File: config.mk
export PLATFORM = sky130hd
export DESIGN_NAME = paralelo_serial_tx
export DESIGN_NICKNAME = d
export VERILOG_FILES = /design/src/rtl/phy_pkg.sv /design/src/rtl/paralelo_serial_tx.sv
export SDC_FILE = /design/constraint.sdc
export NUM_CORES = 1
export LEC_CHECK = 0
export CORE_MARGIN = 4
export CORE_UTILIZATION = 53
export DETAILED_ROUTE_END_ITERATION = 10
export PLACE_DENSITY = 0.81
export REMOVE_ABC_BUFFERS = 1
export SKIP_LAST_GASP = 1
export SLEW_MARGIN = 20
export SYNTH_ARGS = -nofsm -noshare
export SYNTH_HDL_FRONTEND = slang
export SYNTH_SLANG_ARGS = --single-unit
File: constraint.sdc
create_clock -name clk_32f -period 3.3 [get_ports clk_32f]
set_input_delay 0.33 -clock clk_32f [delete_from_list [all_inputs] [get_ports clk_32f]]
set_output_delay 0.33 -clock clk_32f [all_outputs]
set_load 0.02 [all_outputs]
File: src/rtl/phy_pkg.sv
// Shared PHY constants: code word, preamble length and serializer state encoding.
// The receiver imports the same package so both ends agree on framing.
package phy_pkg;

    localparam int          DATA_W     = 8;
    localparam logic [7:0]  COMMA      = 8'hBC;
    localparam int          SYNC_COUNT = 4;
    localparam int          SYNC_CNT_W = $clog2(SYNC_COUNT + 1);

    typedef enum logic {
        SYNC = 1'b0,
        RUN  = 1'b1
    } tx_state_e;

endpackage

File: src/rtl/paralelo_serial_tx.sv
// Byte-to-serial transmitter: comma preamble after reset, then MSB-first payload
// over a valid/ready handshake with comma insertion whenever no byte is offered.
//
// state | meaning
// SYNC  | sending the post-reset comma preamble; data_in is never accepted
// RUN   | preamble done; each byte boundary takes data_in or inserts an idle comma
module paralelo_serial_tx
    import phy_pkg::*;
(
    input  logic              clk_32f,
    input  logic              rst_L,
    input  logic [DATA_W-1:0] data_in,
    input  logic              valid_in,
    output logic              ready_out,
    output logic              data_out,
    output logic              sync_done,
    output logic              active_out
);

    localparam logic [2:0]            LAST_BIT     = 3'd7;
    localparam logic [SYNC_CNT_W-1:0] SYNC_LAST    = SYNC_CNT_W'(SYNC_COUNT - 1);
    localparam logic [SYNC_CNT_W-1:0] SYNC_SAT     = SYNC_CNT_W'(SYNC_COUNT);

    tx_state_e               state_q;
    logic [2:0]              bit_cnt_q;
    logic [SYNC_CNT_W-1:0]   sync_cnt_q;
    logic [DATA_W-1:0]       tx_byte_q;
    logic                    data_out_q;
    logic                    active_q;
    logic                    sync_done_q;

    logic                    boundary;
    logic                    take_payload;
    logic [DATA_W-1:0]       sel_byte_d;
    logic [2:0]              shift_idx;

    assign boundary     = (bit_cnt_q == LAST_BIT);
    assign take_payload = (state_q == RUN) && valid_in;
    assign shift_idx    = 3'd6 - bit_cnt_q;

    always_comb begin
        sel_byte_d = COMMA;
        if (take_payload) begin
            sel_byte_d = data_in;
        end
    end

    always_ff @(posedge clk_32f or negedge rst_L) begin
        if (!rst_L) begin
            state_q     <= SYNC;
            bit_cnt_q   <= LAST_BIT;
            sync_cnt_q  <= '0;
            tx_byte_q   <= '0;
            data_out_q  <= 1'b0;
            active_q    <= 1'b0;
            sync_done_q <= 1'b0;
        end else if (boundary) begin
            bit_cnt_q  <= 3'd0;
            tx_byte_q  <= sel_byte_d;
            data_out_q <= sel_byte_d[DATA_W-1];
            active_q   <= take_payload;
            if (state_q == SYNC) begin
                if (sync_cnt_q != SYNC_SAT) begin
                    sync_cnt_q <= sync_cnt_q + 1'b1;
                end
                // This edge loads the final preamble comma.
                if (sync_cnt_q == SYNC_LAST) begin
                    state_q     <= RUN;
                    sync_done_q <= 1'b1;
                end
            end
        end else begin
            bit_cnt_q  <= bit_cnt_q + 1'b1;
            data_out_q <= tx_byte_q[shift_idx];
        end
    end

    assign ready_out  = (state_q == RUN) && boundary;
    assign data_out   = data_out_q;
    assign sync_done  = sync_done_q;
    assign active_out = active_q;

endmodule

* Yosys cells after proc, flatten, opt, wreduce, memory -nomap -nowiden
Cells that the tools add are included.
Word-level totals: logic and storage cells 26, output and inout bits 4, register bits 18, input port bits 11
Cells by class: magnitude comparators 1, bitwise logic cells 1, reductions and logical operators 4, mux-type cells 7, equality and inequality tests 3, add/sub/neg operators 3
Operators by type and width (number):
- two-way mux 8 bit | 1
- adder 3 x 1 -> 3 bit (second input constant) | 2
- AND reduction 3 bit | 2
- less-than comparator 3 x 4 -> 1 bit (second input constant) | 1
- two-way mux 1 bit | 4
- binary-select mux 1 bit (select 3 bit) | 1
- equality test 3 x 2 -> 1 bit (second input constant) | 1
- equality test 3 bit (second input constant) | 1
- two-way mux 3 bit | 1
- inequality test 3 bit (second input constant) | 1
- subtractor 3 bit (first input constant) | 1
- logical AND 1 bit | 2
- inverter 1 bit | 1

* Depth between registers and ports, before layout
depth in word-level cells 4, mapped depth 5, depth with buffers taken out 5

* Least setup slack after synthesis
Ideal clock, no wire load.
path kind register to output, start point register bit_cnt_q[0], end point output ready_out, buffers on the path 1, data arrival time 1.408 ns, setup slack 1.562 ns, cell stages (with the launch flop) 5, cells stage by stage dfstp_2 ha_1 ha_1 clkbuf_1 and2_1
On the way: word-level cells in the longest chain between the ends 2
RTL lines:
- start, declared | line paralelo_serial_tx.sv:25 | logic [2:0] bit_cnt_q;
- start signal, assigned | line paralelo_serial_tx.sv:73 | bit_cnt_q <= bit_cnt_q + 1'b1;
- equality test 3 bit | line paralelo_serial_tx.sv:37 | assign boundary = (bit_cnt_q == LAST_BIT);
- logical AND 1 bit | line paralelo_serial_tx.sv:78 | assign ready_out = (state_q == RUN) && boundary;
- end, declared | line paralelo_serial_tx.sv:14 | output logic ready_out,
Every way passes these cells.

* Worst setup path after layout
Same ends and word-level chain as after synthesis.

==> results.cfg <==
[placement]
gp_congestion = 0.740
portBuffers = 14
hpwl_um = 997
place_ws_ns = 1.24

[synthesis]
synth-adder-area-share = 0.0772
ys_warn_count = 0
synth-compound-area-share = 0.114
ys_types = 21
synth_area_um2 = 811
synth_seq_cells = 18
avgSynthCellArea_um2 = 11.0
synthXorXnorAreaFrac = 0.0108
yosys.area_share.simple = 0.0818
ys_seq_area_frac = 0.560
synth_top_family_by_area = compound AO/OA/AOI/OAI gates
synth_mux_area_frac = 0.0910
synthCells = 74

[die]
rows = 13
die_y_um = 47.1
die_w_um = 47.1
start_util = 0.593
die_area_mm2 = 0.00222
io_pins = 15
core-area_mm2 = 0.00137

[worst_setup_path]
start_kind = register
required_ns = 2.97
cpMostUsedCell = ha_1
crit_slowest_cell = dfstp_2
crit_type = register to primary output
critical_path_depth = 4
critPathMaxStageDelay_ns = 0.63
crit_chain = ha_1 -> ha_1 -> and2_1 -> clkdlybuf4s50_1
cp_num_buf_inv = 1
crit_arrival_ns = 1.94
rrSetupSlack_ns = 1.22
worstSetupEndpointType = primary output
critical_path.max_fanout = 6
cp_top_family = flip-flops
rr_worst_depth = 6

[timing]
hold_viol = 0
period_needed_ns = 2.27
worst_pin_slew_ns = 0.763
skew_ns = 0.00440
tns_ns = 0
fin_ws_ns = 1.03
rsz0062_at_grt = false
slew_headroom = 0.490
max_freq_ghz = 0.440
drv_slew = 0
min_period_over_period = 0.688
setup_viol = 0

[layout]
regArea_um2 = 454
finalNetCount = 107
drive_above_1_share = 0.122
multi_input_area_um2 = 304
area_growth_pct = 22.7
diodes = 0
final_core_util = 0.728
final_cell_mix = 15 x dfrtp_1, 14 x clkdlybuf4s50_1, 9 x inv_1, 9 x nor2_1
fillerInstances = 102
final_common_cell = dfrtp_1

[route]
wl_mm = 1.35
routed_via_density = 5.18
post_drt_wl_per_cell_um = 12.9
ant_nets = 0
drc = 0
drt-initial-drc-count = 6
vias = 544
first_pass_iters = 4

[cts]
clkSlewWorstSetupHoldPaths_ns = 0.10
htreeDepth = 1
tritoncts = done
cts_hold_buffers = 0
cts_buffers = 3
postCtsResizedCells = 0
clk_path_buf_depth = 2
cts_root_buffer = clkbuf_4
clock-sinks = 18
post_cts_buffers = 0
insertion_delay_ns = 0.29

[grt]
grt_usage = 0.153
grt_pass1_vias = 549
grt_pass1_wl_mm = 2.32
grt_max_degree = 23
grt-ovfl-total = 0
antenna_found_initial = 0

[power_and_ir_drop]
ir_drop_v = 0.000340
total_power_uw = 394
p_leak_uw = 0.000472
pwr_density_cell_mw_per_mm2 = 396

[status]
status = finished clean

[flow_run]
maxCapViolations = 0

[hold_path]
hold_class = input port to asynchronous set/reset pin
layout make-up:
type	instances	share of cell area
sequential	18	0.457
multi-input combinational	44	0.306
timing repair buffer	15	0.148
clock buffer	4	0.0365
inverter	9	0.0340
tap	15	0.0189
routing by layer:
| metal | share of wire | routed length (um) | GRT usage |
|---|---|---|---|
| met5 | 0 | 0 | 0 |
| met4 | 0.028 | 38 | 0.0829 |
| met3 | 0.061 | 83 | 0.0460 |
| met2 | 0.47 | 631 | 0.252 |
| met1 | 0.44 | 598 | 0.179 |
per-stage QoR:
step	hold slack (ns)	instance area [um^2]	std cells
2_1_floorplan	0.0344	792	71
3_3_place_gp	0.481	958	101
3_5_place_dp	0.484	958	101
4_1_cts	0.496	995	105
5_1_grt	0.525	995	105
6_report	0.478	995	105
synth_stat cells (all sizes together):
master	n	share of area
inv	9	0.042
o21bai	1	0.0093
buf	1	0.014
nand2b	1	0.0077
mux2	1	0.014
dfrtp	15	0.46
o21ai	6	0.042
dfstp	3	0.097
nand2	4	0.019
clkbuf	2	0.0093
nand3	1	0.0062
and2	1	0.0077
nor2	9	0.042
o22ai	3	0.023
a21oi	5	0.031
mux4	1	0.028
mux2i	4	0.049
a21o	1	0.0093
ha	5	0.077
xnor2	1	0.011
state kept, by name, indices dropped and copies added, names as in the netlist:
signal and cells:
tx_byte_q 8, bit_cnt_q 3, sync_cnt_q 3, active_out 1
data_out 1, state_q 1, sync_done 1
path summary, 6_finish.rpt:
path / start / to
max: bit_cnt_q[0]$_DFF_PN1_ / ready_out
max reg2reg: bit_cnt_q[0]$_DFF_PN1_ / sync_cnt_q[1]$_DFFE_PN0P_
min: rst_L / data_out$_DFF_PN0_
min reg2reg: sync_done$_DFFE_PN0P_ / sync_done$_DFFE_PN0P_
min in group clk_32f: sync_done$_DFFE_PN0P_ / sync_done$_DFFE_PN0P_
max in group asynchronous: rst_L / sync_cnt_q[2]$_DFFE_PN0P_
power by group:
part | switching (uW) | total (uW) | leakage (uW) | internal, uW
clock | 65.9 | 133 | 0.0000210 | 67.2
combinational | 13.1 | 30.9 | 0.000250 | 17.8
sequential | 3.28 | 230 | 0.000200 | 227
total | 82.4 | 394 | 0.000472 | 312
cell families after synthesis:
kind of cell | count (synthesis)
XOR/XNOR | 1
multiplexers | 6
AO/OA/AOI/OAI | 16
adder cells (fa/ha/maj) | 5
flip-flops | 18
buffers and inverters | 12
AND/OR/NAND/NOR | 16
Note: power is estimated with default switching activity, not from simulation.
